--- config.mk ---
export PLATFORM = sky130hd
export DESIGN_NAME = multicycle_control
export DESIGN_NICKNAME = d
export VERILOG_FILES = /design/src/rtl/multicycle_control.sv
export SDC_FILE = /design/constraint.sdc
export NUM_CORES = 1
export LEC_CHECK = 0
export BUFFER_PORTS_ARGS = -buffer_cell sky130_fd_sc_hd__buf_2
export CAP_MARGIN = 0
export CORE_UTILIZATION = 51
export CTS_CLUSTER_DIAMETER = 120
export DETAILED_ROUTE_END_ITERATION = 7
export PLACE_DENSITY = 0.81
export SETUP_SLACK_MARGIN = 0.15
export SLEW_MARGIN = 30
export SYNTH_ARGS = -nofsm -noshare
export SYNTH_HDL_FRONTEND = slang
export SYNTH_SLANG_ARGS = --single-unit
--- constraint.sdc ---
create_clock -name clk -period 2.2 [get_ports clk]
set_clock_uncertainty 0.15 [all_clocks]
set_input_delay 0.44 -clock clk [delete_from_list [all_inputs] [get_ports clk]]
set_output_delay 0.44 -clock clk [all_outputs]
set_load 0.1 [all_outputs]
--- src/rtl/multicycle_control.sv ---
// Multi-cycle control unit: sequences each instruction through FETCH..WB.
// It stretches EXEC for mul and MEM for loads, and counts busy cycles.
module multicycle_control #(
    parameter int MCODEBITS  = 9,
    parameter int OPWIDTH    = 4,
    parameter int MUL_CYCLES = 2,
    parameter int MEM_LAT    = 1,
    parameter int CNT_W      = 16
) (
    input  logic                 clk,
    input  logic                 reset,
    input  logic                 start,
    input  logic [MCODEBITS-1:0] instr,
    output logic                 done,
    output logic                 busy,
    output logic                 pc_en,
    output logic                 Branch,
    output logic                 MemWrite,
    output logic                 MemRead,
    output logic                 ALUSrc,
    output logic                 RegWrite,
    output logic                 MemtoReg,
    output logic                 MemSrc,
    output logic [OPWIDTH-1:0]   ALUOp,
    output logic [3:0]           regA,
    output logic [3:0]           regB,
    output logic [3:0]           wr_addr,
    output logic [4:0]           immed,
    output logic [CNT_W-1:0]     cycle_count
);

    typedef enum logic [2:0] {
        S_IDLE, S_FETCH, S_DECODE, S_EXEC, S_MEM, S_WB, S_HALT
    } state_t;

    localparam int MAXC = (MUL_CYCLES > MEM_LAT) ? MUL_CYCLES : MEM_LAT;
    localparam int SW   = (MAXC > 1) ? $clog2(MAXC) : 1;

    state_t               state_q, state_d;
    logic [MCODEBITS-1:0] ir_q, ir_d;
    logic [SW-1:0]        stall_q, stall_d;
    logic [CNT_W-1:0]     cnt_q, cnt_d;
    logic                 done_q, done_d;

    logic [2:0] op;
    logic [1:0] fn;
    logic       is_mul, is_halt, is_ld, is_st, is_br;

    assign op      = ir_q[8:6];
    assign fn      = ir_q[5:4];
    assign is_mul  = (op == 3'b111) && (fn == 2'b10);
    assign is_halt = (op == 3'b111) && (fn == 2'b11);
    assign is_ld   = ((op == 3'b000) && (fn == 2'b10)) || (op == 3'b001);
    assign is_st   = ((op == 3'b000) && (fn == 2'b11)) || (op == 3'b010);
    assign is_br   = (op == 3'b100);

    always_comb begin
        state_d = state_q;
        ir_d    = ir_q;
        stall_d = stall_q;
        cnt_d   = cnt_q;
        unique case (state_q)
            S_IDLE:   if (start) state_d = S_FETCH;
            S_FETCH: begin
                ir_d    = instr;
                state_d = S_DECODE;
            end
            S_DECODE: begin
                if (is_halt) begin
                    state_d = S_HALT;
                end else begin
                    state_d = S_EXEC;
                    stall_d = is_mul ? SW'(MUL_CYCLES - 1) : '0;
                end
            end
            S_EXEC: begin
                if (stall_q != '0) begin
                    stall_d = stall_q - 1'b1;
                end else if (is_br) begin
                    state_d = S_FETCH;
                end else if (is_ld || is_st) begin
                    state_d = S_MEM;
                    stall_d = is_ld ? SW'(MEM_LAT - 1) : '0;
                end else begin
                    state_d = S_WB;
                end
            end
            S_MEM: begin
                if (stall_q != '0) stall_d = stall_q - 1'b1;
                else if (is_st)    state_d = S_FETCH;
                else               state_d = S_WB;
            end
            S_WB:     state_d = S_FETCH;
            S_HALT:   if (start) state_d = S_FETCH;
            default:  state_d = S_IDLE;
        endcase
        // A start accepted from IDLE/HALT restarts the count; otherwise
        // every busy cycle counts until the counter pins at all-ones.
        if ((state_q == S_IDLE || state_q == S_HALT) && start) begin
            cnt_d = '0;
        end else if (busy && cnt_q != '1) begin
            cnt_d = cnt_q + 1'b1;
        end
        done_d = (state_d == S_HALT);
    end

    always_ff @(posedge clk) begin
        if (reset) begin
            state_q <= S_IDLE;
            ir_q    <= '0;
            stall_q <= '0;
            cnt_q   <= '0;
            done_q  <= 1'b0;
        end else begin
            state_q <= state_d;
            ir_q    <= ir_d;
            stall_q <= stall_d;
            cnt_q   <= cnt_d;
            done_q  <= done_d;
        end
    end

    logic in_ew;
    assign in_ew = (state_q == S_EXEC) || (state_q == S_WB);

    always_comb begin
        ALUOp    = '1;
        regA     = 4'd0;
        regB     = 4'd1;
        wr_addr  = ir_q[3:0];
        immed    = ir_q[5:1];
        Branch   = 1'b0;
        MemWrite = 1'b0;
        MemRead  = 1'b0;
        ALUSrc   = 1'b0;
        RegWrite = 1'b0;
        MemtoReg = 1'b0;
        MemSrc   = 1'b0;
        pc_en    = 1'b0;
        if (op == 3'b101) begin
            regA    = ir_q[4:1];
            wr_addr = {3'b000, ir_q[5]};
        end
        if (op == 3'b010) regA = {3'b000, ir_q[0]};
        if (op == 3'b001) wr_addr = {3'b000, ir_q[0]};
        if (op == 3'b000 && fn == 2'b11) regB = ir_q[3:0];
        if (in_ew) begin
            case (op)
                3'b000: if (!fn[1]) ALUOp = OPWIDTH'({3'b000, fn[0]});
                3'b110: ALUOp = OPWIDTH'({2'b00, fn} + 4'd2);
                3'b111: if (fn != 2'b11) ALUOp = OPWIDTH'({2'b00, fn} + 4'd6);
                default: ;
            endcase
            ALUSrc = (op == 3'b011);
        end
        RegWrite = (state_q == S_WB);
        MemRead  = (state_q == S_MEM) && is_ld;
        MemtoReg = is_ld && ((state_q == S_MEM) || (state_q == S_WB));
        MemWrite = (state_q == S_MEM) && is_st;
        MemSrc   = (state_q == S_MEM) && ((op == 3'b001) || (op == 3'b010));
        Branch   = (state_q == S_EXEC) && is_br;
        pc_en    = (state_q == S_WB) || MemWrite || Branch;
    end

    assign busy        = (state_q != S_IDLE) && (state_q != S_HALT);
    assign done        = done_q;
    assign cycle_count = cnt_q;

endmodule

==> results.tsv, run 1 <==
metric	value	unit
status	stopped before the end	
haltStage	global routing (5_1_grt)	
first-error	[ERROR GRT-0232] Routing congestion too high. Check the congestion heatmap in the GUI.	
cts_root_buf	clkbuf_8	
synth_area_per_cell	8.00	µm²
netlist_top_cells_area	dfxtp_1 (32%), a21oi_1 (5.3%), o31ai_1 (4.4%)	
cts_buffers	5	
fp.dieW	62.7	µm
synth_common_cells	dfxtp_1 (30), a21oi_1 (20), nor2_1 (19), o21ai_0 (12), o31ai_1 (11)	
muxShareOfSynthArea	4.86	%
synth_compound_area_share	21.8	%
hpwl	3.97	mm
worst-ep-kind	output port	
num_rows	21	
start_util	54.6	%
yosysUniqueCellTypes	52	
yosys.area_share.simple	30.1	%
synth_edf_count	0	
synthFlopType	dfxtp_1	
cts_hold_buf	0	
die_h	62.7	µm
gp_congestion	0.843	
grt_max_degree	17	
synth-async-reset-ratio	0	%
synth_xor_area_share	1.80	%
synth-seq-cells	30	
clock_path_buffers	2	
io_buffer_count	58	
yosysSeqAreaShare	32.0	%
syn_nets	248	
synth_fa_ha_area_share	0.666	%
ios	59	
syn_area	1880	µm²
gr-total-overflow	72	
synth.most_common_cell	dfxtp_1	
grt_worst_setup_endpoint	ALUOp[0]	
synth_top_family_by_area	simple AND/OR/NAND/NOR gates	
synth_cells	235	
yosys_warnings	0	
grt_usage	72.8	%
cts.sinks	30	
synth_top_area_share	32.0	%
yosys.area.top_type	dfxtp_1	
htreeDepth	2	
dpl_worst_slack	-0.0484	ns
## routing by layer
| layer | overflow | track usage, % |
|---|---|---|
| met5 | 0 | 0 |
| met4 | 35 | 81.7 |
| met3 | 0 | 44.7 |
| met2 | 37 | 96.1 |
| met1 | 0 | 73.2 |
## per-stage QoR
stage          area (µm²)  std cells  hold WS [ns]  utilization [%]  setup TNS, ns
2_1_floorplan        2080        235         0.332                -          -2.58
3_3_place_gp         2760        334         0.326             80.0              0
3_5_place_dp         2760        334         0.332             80.0        -0.0484
4_1_cts              3190        355         0.264             92.6         -0.200
## kinds of logic after synthesis
| kind of cell | after synthesis |
|---|---|
| adders and majority gates | 1 |
| xor gates and xnor gates | 3 |
| muxes | 9 |
| and+or+nand+nor | 97 |
| AOI/OAI and AO/OA | 64 |
| buffers and inverters | 31 |
| DFF | 30 |
## what timing repair did
item,in CTS
cloned,2
endpoints found under the setup margin,20
resized for setup,51
setup buffers,12
pin swaps,10
hold endpoints to repair,0
==> run 2: changes to the inputs <==
Settings changed: CORE_UTILIZATION 51 to 40, CTS_CLUSTER_DIAMETER 120 to not set, PLACE_DENSITY 0.81 to not set, PLACE_DENSITY_LB_ADDON set to 0.15, SETUP_SLACK_MARGIN 0.15 to not set.
==> results.tsv, run 2 <==
metric	value	unit
coreArea	4440	µm²
worst_r2r_endpoint	cycle_count[10]$_SDFFE_PP0P_	
final_nets	315	
antenna_cells	0	
drtIter0Drc	198	
yosys_warnings	0	
routed-via-count	2062	
syn_area	1880	µm²
cts_hold_buf	0	
gr-total-overflow	0	
cp_data_arrival_time	1.66	ns
clk_pin_slew	0.07	ns
grt_usage	22.0	%
setup_viol	2	
synth-seq-cells	30	
reg2reg_depth	5	
setup_tns	-0.0727	ns
grt_max_degree	17	
drive_gt1_share	51.5	%
cts_tree	built	
cts_buffers	5	
cellLeakagePower	0.00115	µW
start_util	42.3	%
hp-class	primary input to flip-flop	
rr_startpoint	cycle_count[0]$_SDFFE_PP0P_	
clock_path_buffers	2	
synth_top_area_share	32.0	%
die_h	70.5	µm
p_per_area	600	nW/µm²
critPathCaptureType	output pin	
post-route-util	66.8	%
fin_crit_sh	102	%
synth_common_cells	dfxtp_1 (30), a21oi_1 (20), nor2_1 (19), o21ai_0 (12), o31ai_1 (11)	
maxSlewViolCount	0	
reg2reg_slack	0.26	ns
synth.most_common_cell	dfxtp_1	
fmax	0.444	GHz
slew_headroom	64.4	%
min_period	2.25	ns
viasPerCell	5.81	
violations	design-rule violations, negative setup slack	
synth_edf_count	0	
synth_area_per_cell	8.00	µm²
status	finished with violations	
synth_cells	235	
rsz0062_at_grt	true	
synth-async-reset-ratio	0	%
min_delay_worst_endpoint	ir_q[7]$_SDFFE_PP0N_	
antenna_found_initial	0	
maxCapViolCount	0	
worstHoldStart	instr[7]	
cts.sinks	30	
dieArea	4980	µm²
yosysUniqueCellTypes	52	
syn_nets	248	
report.final.hold_viol_count	0	
netlist_top_cells_area	dfxtp_1 (32%), a21oi_1 (5.3%), o31ai_1 (4.4%)	
grt_pass1_wl	8.87	mm
irDropWorstVdd	0.503	mV
crit_path_max_fanout	3	
num_rows	24	
fp.dieW	70.5	µm
required	1.61	ns
mostFrequentLayoutCell	buf_2	
grt_pass1_vias	1958	
drt_wl_total	5.33	mm
final_cell_mix	buf_2 (34), buf_12 (24), buf_4 (23)	
largest_reg_flops	16	
hpwl	3.87	mm
gp_congestion	0.803	
synthFlopType	dfxtp_1	
avgRoutedWirePerCell	15.0	µm
worstSetupStartpointType	flip-flop	
yosys.area.top_type	dfxtp_1	
ios	59	
firstDrtPassIters	6	
syn_to_final_growth	58.1	%
yosysSeqAreaShare	32.0	%
crit_type	flip-flop to output pin	
drc	2	
io_buffer_count	58	
ant_nets	0	
htreeDepth	2	
clock_latency	0.28	ns
holdPathStages	3	
setup_ws	-0.0545	ns
tightestPinTransition	0.533	ns
cts_root_buf	clkbuf_8	
## run 2: cell counts after synthesis
No cell type changed its count.
## run 2: cells by family (layout without fill, tap and decap cells)
kind of cell	Yosys count	after routing	share of synthesized area, %
fa+ha+maj	1	1	0.666
buf+inv	31	99	8.79
flops	30	30	32.0
compound gates	64	64	21.8
simple gates	97	97	30.1
xor+xnor	3	3	1.80
mux	9	9	4.86
## run 2: per-layer routing
layer  up-vias  share of wire (%)  global-route usage (%)
li1       1013                  -                       -
met1       968                 44                    29.7
met2        74                 48                    35.2
met3         7                6.8                    5.84
met4         0               0.92                    5.78
met5         -                  0                       0
## run 2: stage by stage
stage | setup WS, ns | hold WS (ns) | total power, µW | instance area, µm² | cells
2_1_floorplan | -0.602 | 0.332 | 1050 | 2040 | 235
3_3_place_gp | 0.0669 | 0.325 | 1200 | 2730 | 342
3_5_place_dp | 0.0224 | 0.336 | 1200 | 2730 | 342
4_1_cts | -0.0626 | 0.241 | 1770 | 2880 | 350
5_1_grt | -0.106 | 0.245 | 1860 | 2970 | 355
6_report | -0.0545 | 0.244 | 1780 | 2970 | 355
## run 2: where the power goes
part / internal [µW] / switching, µW
Combinational: 214 / 406
Sequential: 571 / 43.0
Clock: 333 / 213
Total: 1120 / 662
## run 2: repair_timing
| action | in CTS | in global routing |
|---|---|---|
| cloned | 0 | 1 |
| setup endpoints to repair | 10 | 15 |
| gates resized for setup | 16 | 15 |
| pin swaps | 0 | 2 |
| setup buffers | 0 | 4 |
## run 2: layout make-up
| cell class | count | area (µm²) |
|---|---|---|
| fill | 365 | 1470 |
| inverter | 8 | 32.5 |
| clock buffer | 5 | 68.8 |
| tap | 52 | 65.1 |
| timing repair buffer | 83 | 846 |
| clock inverter | 3 | 40.0 |
| multi-input combinational | 174 | 1280 |
| sequential | 30 | 642 |
## run 2: how the worst max path moves through the flow
stage                          from  endpoint  cells past startpoint
2_1_floorplan  ir_q[7]$_SDFFE_PP0N_   MemRead                      4
3_3_place_gp   ir_q[5]$_SDFFE_PP0N_  ALUOp[0]                      5
3_5_place_dp   ir_q[5]$_SDFFE_PP0N_  ALUOp[0]                      5
4_1_cts        ir_q[5]$_SDFFE_PP0N_     pc_en                      6
5_1_grt        ir_q[5]$_SDFFE_PP0N_  ALUOp[0]                      5
6_report       ir_q[5]$_SDFFE_PP0N_  ALUOp[0]                      5
## run 2: critical path, cell delays in order (launching register included)
cell	delay, ns
dfxtp_2	0.33
or2_4	0.26
nor3_4	0.12
a21oi_1	0.06
or4_4	0.43
buf_12	0.18
Note: power is estimated with default switching activity, not from simulation.
==> run 3: changes to the inputs <==
Settings changed: ABC_AREA set to 1, SETUP_SLACK_MARGIN set to 0.3.
==> results.tsv, run 3 <==
metric	value	unit
status	completed	
drt_wl_total	5.88	mm
crit_path_end	ALUSrc	
critPathCaptureType	output pin	
min_period	2.18	ns
grt_pass1_wl	9.40	mm
yosys.area.top_type	dfxtp_1	
cts.sinks	30	
antenna_found_initial	0	
syn_nets	304	
irDropWorstVdd	0.489	mV
synth-seq-cells	30	
cp_data_arrival_time	1.59	ns
ios	59	
fin_crit_sh	99.0	%
crit_type	flip-flop to output pin	
p_int	1300	µW
grt_max_degree	19	
crit_path_max_fanout	4	
reg2reg_depth	7	
rsz0062_at_grt	true	
gr-total-overflow	0	
maxSlewViolCount	0	
drtIter0Drc	145	
cts_root_buf	clkbuf_8	
grt_pass1_vias	2002	
firstDrtPassIters	5	
die_h	70.5	µm
setup_tns	0	ns
grt_usage	24.0	%
ant_nets	0	
critPathLaunch	state_q[1]$_SDFF_PP0_	
drc	0	
avgRoutedWirePerCell	13.8	µm
coreArea	4410	µm²
dieArea	4960	µm²
fillCellCount	320	
syn_to_final_growth	74.4	%
num_rows	24	
netlist_top_cells_area	dfxtp_1 (32%), nand2_1 (14%), inv_1 (7.6%)	
fin_hold_ws	0.234	ns
p_switching	1330	µW
required	1.61	ns
clock_path_buffers	2	
synth_edf_count	0	
io_buffer_count	58	
hpwl	3.93	mm
clk_pin_slew	0.06	ns
slew_headroom	67.3	%
cellLeakagePower	0.00138	µW
power.share.switching	50.6	%
synth_cells	291	
drive_gt1_share	52.0	%
synth-async-reset-ratio	0	%
report.final.hold_viol_count	0	
synth_top_area_share	32.0	%
yosys_warnings	0	
worst_r2r_endpoint	cycle_count[11]$_SDFFE_PP0P_	
tightestPinTransition	0.494	ns
final_nets	385	
clock_latency	0.29	ns
power.share.sequential	26.5	%
cts_buffers	5	
routed-via-count	2158	
htreeDepth	2	
antenna_cells	0	
yosysSeqAreaShare	32.0	%
viasPerCell	5.08	
power_frac_clock	18.2	%
hp-class	primary input to flip-flop	
synthFlopType	dfxtp_1	
fmax	0.459	GHz
synth.most_common_cell	nand2_1	
largest_reg_flops	16	
worstHoldStart	reset	
final_cell_mix	nand2_1 (58), buf_2 (33), inv_1 (28)	
cts_tree	built	
start_util	42.5	%
pwr-share-comb	55.4	%
worstSetupStartpointType	flip-flop	
fp.dieW	70.5	µm
syn_area	1870	µm²
synth_common_cells	nand2_1 (71), inv_1 (38), nor2_1 (36), dfxtp_1 (30), a21oi_1 (25)	
setup_viol	0	
yosysUniqueCellTypes	33	
maxCapViolCount	0	
synth_area_per_cell	6.44	µm²
gp_congestion	0.864	
mostFrequentLayoutCell	nand2_1	
rr_startpoint	state_q[0]$_SDFF_PP0_	
cts_hold_buf	0	
p_per_area	803	nW/µm²
reg2reg_slack	0.49	ns
run 3: changes by cell type in the layout (fill, tap and decap cells not counted), moves of 6 or more:
| cell | change |
|---|---|
| o31ai_1 | -11 |
| nand2_1 | +51 |
| nor2_4 | +17 |
| inv_1 | +21 |
| nand2_4 | +11 |
| or4_1 | -9 |
| nand3_2 | +6 |
| inv_2 | +7 |
| mux2i_1 | -8 |
| nand2_2 | +8 |
run 3: cell type report:
| cell class | instances | area (µm²) | area share [%] |
|---|---|---|---|
| clock buffers | 7 | 86.3 | 2.64 |
| clock inverters | 1 | 5.00 | 0.153 |
| inverters | 41 | 175 | 5.36 |
| multi-input cells | 210 | 1420 | 43.5 |
| flip-flops and latches | 30 | 649 | 19.9 |
| well taps | 52 | 65.1 | 1.99 |
| repair buffers | 84 | 866 | 26.5 |
run 3: worst max-delay path, stage by stage, from the launching register on:
cell and delay (ns):
dfxtp_4 0.36, inv_4 0.07, nand2_4 0.05, nor2_4 0.15, nor2_4 0.05, buf_4 0.14, nor4_4 0.27, buf_12 0.22
run 3: layer usage:
layer / share of wire, % / vias up / routed length [µm] / GRT usage (%)
li1: - / 1084 / - / -
met1: 43 / 990 / 2520 / 30.3
met2: 50 / 78 / 2930 / 39.5
met3: 6.5 / 6 / 381 / 6.20
met4: 0.87 / 0 / 51 / 8.00
met5: 0 / - / 0 / 0
run 3: worst min-delay path by stage:
stage               slack, ns  depth (start not counted)                           end
CTS                      0.22                          2         state_q[1]$_SDFF_PP0_
global placement         0.33                          2  cycle_count[15]$_SDFFE_PP0P_
floorplan                0.31                          2          stall_q$_SDFFE_PP0P_
global route             0.25                          2         state_q[1]$_SDFF_PP0_
detailed placement       0.34                          2   cycle_count[7]$_SDFFE_PP0P_
finish                   0.23                          2         state_q[1]$_SDFF_PP0_
run 3: logic make-up after synthesis:
family,after synthesis,synth area share [%]
and+or+nand+nor,153,37.1
adders and majority gates,1,0.667
xor gates and xnor gates,10,4.67
AOI/OAI and AO/OA,46,13.3
buffers and inverters,51,12.3
DFF,30,32.0
run 3: power groups by stage:
stage          clock (µW)  sequential [µW]  combinational [µW]
2_1_floorplan           0              757                 931
3_5_place_dp            0              694                1170
6_report              477              695                1450
3_3_place_gp            0              692                1170
4_1_cts               476              688                1350
5_1_grt               511              705                1520
run 3: what timing repair did:
action / 4_1_cts / 5_1_grt
pin swaps: 13 / 9
setup endpoints to repair: 25 / 25
buffers inserted: 15 / 4
gates resized for setup: 43 / 22
run 3: stage by stage:
stage          cell area, µm²  setup slack, ns  util, %  cells  total power, µW
2_1_floorplan            2190           -0.561        -    291             1690
3_3_place_gp             2810            0.239     63.7    398             1860
3_5_place_dp             2810            0.225     63.7    398             1870
4_1_cts                  3160           0.0132     71.5    421             2520
5_1_grt                  3270          -0.0485     74.0    425             2740
6_report                 3270           0.0216     74.0    425             2630
